`src/rtl/llc_rst_flush_seq.sv`:
```
// llc_rst_flush_seq: walks every LLC set for a reset sweep or a dirty-writeback flush
module llc_rst_flush_seq #(
  parameter int SETS     = 256,
  parameter int WAYS     = 8,
  parameter int SET_BITS = 8,
  parameter int WAY_BITS = 3
) (
  input  logic                clk,
  input  logic                rst,
  input  logic                start_rst,
  input  logic                start_flush,
  input  logic [WAYS-1:0]     dirty_mask,
  input  logic                wb_ready,
  output logic                rd_set_en,
  output logic                lookup_en,
  output logic                update_en,
  output logic [SET_BITS-1:0] cur_set,
  output logic                wb_valid,
  output logic [WAY_BITS-1:0] wb_way,
  output logic                rst_stall,
  output logic                flush_stall,
  output logic                busy,
  output logic                done
);
  typedef enum logic [2:0] {IDLE, RST_WR, RD, LOOKUP, SCAN, UPD, FIN} state_t;
  localparam logic [SET_BITS-1:0] LAST_SET = SET_BITS'(SETS - 1);
  localparam logic [WAY_BITS-1:0] LAST_WAY = WAY_BITS'(WAYS - 1);
  state_t state;
  logic [WAYS-1:0] dirty;
  // sweep sequencer: set walk, per-way writeback scan, wrap through FIN
  always_ff @(posedge clk) begin
    if (rst) begin
      state   <= IDLE;
      cur_set <= '0;
      wb_way  <= '0;
      dirty   <= '0;
    end else begin
      case (state)
        IDLE:
          if (start_rst) begin
            state   <= RST_WR;
            cur_set <= '0;
          end else if (start_flush) begin
            state   <= RD;
            cur_set <= '0;
          end
        RST_WR:
          if (cur_set == LAST_SET) state <= FIN;
          else cur_set <= cur_set + 1'b1;
        RD: state <= LOOKUP;
        LOOKUP: begin
          dirty  <= dirty_mask;
          wb_way <= '0;
          state  <= SCAN;
        end
        SCAN:
          if (!dirty[wb_way] || wb_ready) begin
            if (wb_way == LAST_WAY) state <= UPD;
            else wb_way <= wb_way + 1'b1;
          end
        UPD:
          if (cur_set == LAST_SET) state <= FIN;
          else begin
            cur_set <= cur_set + 1'b1;
            state   <= RD;
          end
        FIN: begin
          cur_set <= '0;
          state   <= IDLE;
        end
        default: state <= IDLE;
      endcase
    end
  end
  assign rd_set_en   = state == RD;
  assign lookup_en   = state == LOOKUP;
  assign update_en   = state == RST_WR || state == UPD;
  assign wb_valid    = state == SCAN && dirty[wb_way];
  assign rst_stall   = state == RST_WR;
  assign flush_stall = state == RD || state == LOOKUP || state == SCAN || state == UPD;
  assign busy        = state != IDLE;
  assign done        = state == FIN;
endmodule

```
`config.mk`:
```
export PLATFORM = sky130hd
export DESIGN_NAME = llc_rst_flush_seq
export DESIGN_NICKNAME = d
export VERILOG_FILES = /design/src/rtl/llc_rst_flush_seq.sv
export SDC_FILE = /design/constraint.sdc
export NUM_CORES = 1
export LEC_CHECK = 0
export ABC_AREA = 1
export CAP_MARGIN = 20
export CORE_ASPECT_RATIO = 1.1
export CORE_MARGIN = 2
export CORE_UTILIZATION = 44
export CTS_CLUSTER_DIAMETER = 150
export DETAILED_ROUTE_END_ITERATION = 7
export MAX_ROUTING_LAYER = met4
export PLACE_DENSITY = 0.75
export SLEW_MARGIN = 20
export SYNTH_ARGS = -nofsm -noshare
export SYNTH_HDL_FRONTEND = slang
export SYNTH_SLANG_ARGS = --single-unit
```
`constraint.sdc`:
```
create_clock -name clk -period 1.43 [get_ports clk]
set_input_delay 0.429 -clock clk [delete_from_list [all_inputs] [get_ports clk]]
set_output_delay 0.429 -clock clk [all_outputs]
set_load 0.1 [all_outputs]
```
==> results of run 1 <==
==> cells by family after synthesis <==
family,count (synthesis),share of synthesized area [%]
and+or+nand+nor,103,39.0
AOI/OAI and AO/OA,34,14.2
buffers and inverters,32,10.2
DFF,22,33.2
adders and majority gates,3,2.83
xor gates and xnor gates,1,0.660
==> stage by stage <==
step | util, % | std cells | instance area, sq um | setup TNS, ns
after floorplan | - | 195 | 1420 | -3.05
after global placement | 74.8 | 277 | 2110 | -1.55
after detailed placement | 74.8 | 277 | 2110 | -2.34
after CTS | 91.1 | 300 | 2580 | -4.34
after global routing | 97.6 | 308 | 2760 | -7.68
final | 97.6 | 308 | 2760 | -7.23
==> flip-flops by register name, summed over array words and instances (netlist names) <==
name and count:
cur_set 8, dirty 8, state 3, wb_way 3
==> area by class of cell <==
cell class | count | area, sq um
flip-flops and latches | 22 | 493
clock buffers | 3 | 22.5
repair buffers | 80 | 976
clock inverters | 1 | 30.0
multi-input cells | 142 | 1060
fillers | 43 | 67.6
inverters | 27 | 136
well taps | 33 | 41.3
==> synth_stat cells (all sizes together) <==
master,instances
o21ai,11
nand4,1
nor2,24
nor3,4
a21oi,22
inv,26
xor2,1
dfxtp,22
clkbuf,1
nand3,23
ha,3
or2,1
nand2,47
and3,1
clkinv,1
nand3b,2
o211ai,1
buf,4
==> per-layer routing <==
| metal | up-vias | global-route usage (%) | share of wire (%) |
|---|---|---|---|
| met4 | 0 | 24.5 | 10 |
| li1 | 800 | - | - |
| met2 | 212 | 63.9 | 48 |
| met1 | 883 | 35.0 | 33 |
| met3 | 75 | 5.04 | 9.3 |
| met5 | - | - | 0 |
==> worst paths after layout <==
check        endpoint
max          wb_valid
min          dirty[3]
max reg2reg  state[2]
min reg2reg  dirty[3]
==> critical path, cell delays in order (launching register included) <==
cell                       delay (ns)
sky130_fd_sc_hd__dfxtp_4         0.46
sky130_fd_sc_hd__nor2_2          0.07
sky130_fd_sc_hd__nor2_1          0.17
sky130_fd_sc_hd__nand2_1         0.13
sky130_fd_sc_hd__nand3b_1        0.17
sky130_fd_sc_hd__and3_4          0.22
sky130_fd_sc_hd__buf_12          0.17
==> where the power goes <==
group          leakage [nW]  switching, mW  total, mW  internal [mW]
Combinational         0.933           2.58       4.40           1.82
Clock                0.0279          0.264      0.549          0.284
Sequential            0.189          0.188      0.935          0.748
Total                  1.15           3.03       5.88           2.85
==> what timing repair did <==
item                                    4_1_cts  5_1_grt
buffers inserted                             18       12
pin swaps                                    25       21
gates cloned                                  1        0
endpoints found under the setup margin       24       28
gates resized for setup                      63       35
hold buffers                                  0        0
==> flow_summary.rst, run 1 <==
.. list-table::
   :header-rows: 1

   * - Metric
     - Value
   * - Upper clock frequency limit
     - 0.460 GHz
   * - Register bit total from synthesis
     - 22
   * - Peak supply drop
     - approximately 2200 uV
   * - Most frequent standard cell in the layout excluding fill and tap cells
     - sky130_fd_sc_hd__nand2_1
   * - Launching element of the worst setup path
     - wb_way[0]
   * - Core outline area
     - 2830 sq um
   * - Initial Utilization
     - 46.9%
   * - H-tree depth
     - 1
   * - Top cells by area, synth
     - sky130_fd_sc_hd__dfxtp_1 (33%), sky130_fd_sc_hd__nand2_1 (12%), sky130_fd_sc_hd__a21oi_1 (7.5%)
   * - Hold Crit Depth
     - 2
   * - Total number of nets in the final design
     - 292
   * - Net count after synthesis
     - between 200 and 250
   * - Area of the die
     - roughly 3500 sq um
   * - Number of DRC markers in iteration 0
     - between 150 and 200
   * - Tightest hold margin
     - 0.519 ns
   * - Min setup slack post-route
     - -0.743 ns
   * - Violations in the final reports
     - setup timing
   * - Floorplan row count
     - 20
   * - Synth Cell Area
     - around 1300 sq um
   * - Total global routing track utilization
     - 34.9%
   * - Global-route wire length before repair
     - 8.90 mm
   * - Startpoint of the lowest-slack hold path
     - dirty[3]
   * - Vias after detailed routing
     - slightly below 2k
   * - Instance count of the mapped netlist
     - just under 200
   * - Remaining global-route overflow
     - 0
   * - Worst reg2reg path depth
     - 14
   * - Number of global-route vias before repair
     - between 1.5k and 2k
   * - Total clock sinks
     - 22
   * - Worst Tran Pin Value
     - 0.341 ns
   * - Die extent in x
     - ~56 um
   * - Hold Vio Cnt, Final
     - 0
   * - Pleak
     - ~1.2 nW
   * - Distinct cell type count of the synthesized netlist
     - 30
   * - Clk Latency, worst-skew pair
     - 0.36 ns
   * - Half-perimeter wire length of the detailed placement result
     - between 2 and 3 mm
   * - Antenna Violating Nets Remaining
     - 0
   * - CTS clk-pin slew, worst paths
     - about 0.16 ns
   * - Layout area overhead
     - 108%
   * - Proportion of netlist area held by the largest area contributor
     - between 30% and 40%
   * - Fin. max-slew vios
     - 0
   * - Critical Path Source Type
     - flop
   * - Setup WS pre-CTS
     - -0.260 ns
   * - Slew HR
     - between 70 and 80%
   * - Share of final-layout standard cells stronger than drive strength 1
     - between 50% and 60%
   * - Via density
     - 6.40
   * - Post-Route Skew
     - 0.00693 ns
   * - Synthesized area per cell
     - 6.80 sq um
   * - Synth warn
     - 0
   * - R2R setup slack
     - -0.48 ns
   * - Die height
     - ~62 um
   * - Routed Wire Length
     - ~7.3 mm
   * - Clock root cell
     - sky130_fd_sc_hd__clkbuf_4
   * - RSZ-0062 raised after global routing
     - yes
   * - Remaining DRCs
     - 0
   * - Endpoints failing setup
     - 34
   * - Crit path capture type
     - output pin
   * - Antenna violations before repair
     - 0
   * - Number of antenna cells inserted
     - 0
   * - Power per cell area
     - 2130 nW/um^2
   * - Crit path time final
     - ~2.2 ns
   * - Average detailed-routed wire length per instance
     - roughly 24 um
   * - Final worst path period share
     - 152%
   * - Most frequent cells in the layout
     - sky130_fd_sc_hd__nand2_1 (29), sky130_fd_sc_hd__buf_4 (26), sky130_fd_sc_hd__buf_12 (21)
   * - Largest net degree at the start of global routing
     - 17
   * - First-pass DRT Iterations
     - 5
   * - Power consumption
     - about 6 mW
   * - Number of top-level design ports
     - 32
   * - TritonCTS clock tree
     - done
   * - Worst EP arrival
     - 1.74 ns
   * - Placer's final routability congestion estimate
     - ~0.92
   * - R2R Path Start
     - wb_way[0]
   * - Post-synth top area cell
     - sky130_fd_sc_hd__dfxtp_1
   * - Largest buffer count on any clock path
     - 2
   * - CP Class
     - flop to output pin
   * - Outcome
     - finished with violations
   * - Path category of the worst min-delay check
     - flop to flop
   * - Total CTS buffers
     - 3
   * - Count of buffers inserted at the top-level ports
     - 31
   * - Max-cap check violation count
     - 0
   * - Post-synthesis sequential area ratio
     - between 30% and 40%
   * - Highest fanout seen on the critical path
     - 8
   * - Required @ worst endpoint
     - 1.00 ns
No activity file was read; power rests on OpenSTA's default activity.
==> run 2: changes to the inputs <==
SLEW_MARGIN = not set   (was 20)
==> results of run 2 <==
No change in the layout: final DEF, timing and power equal those of run 1.
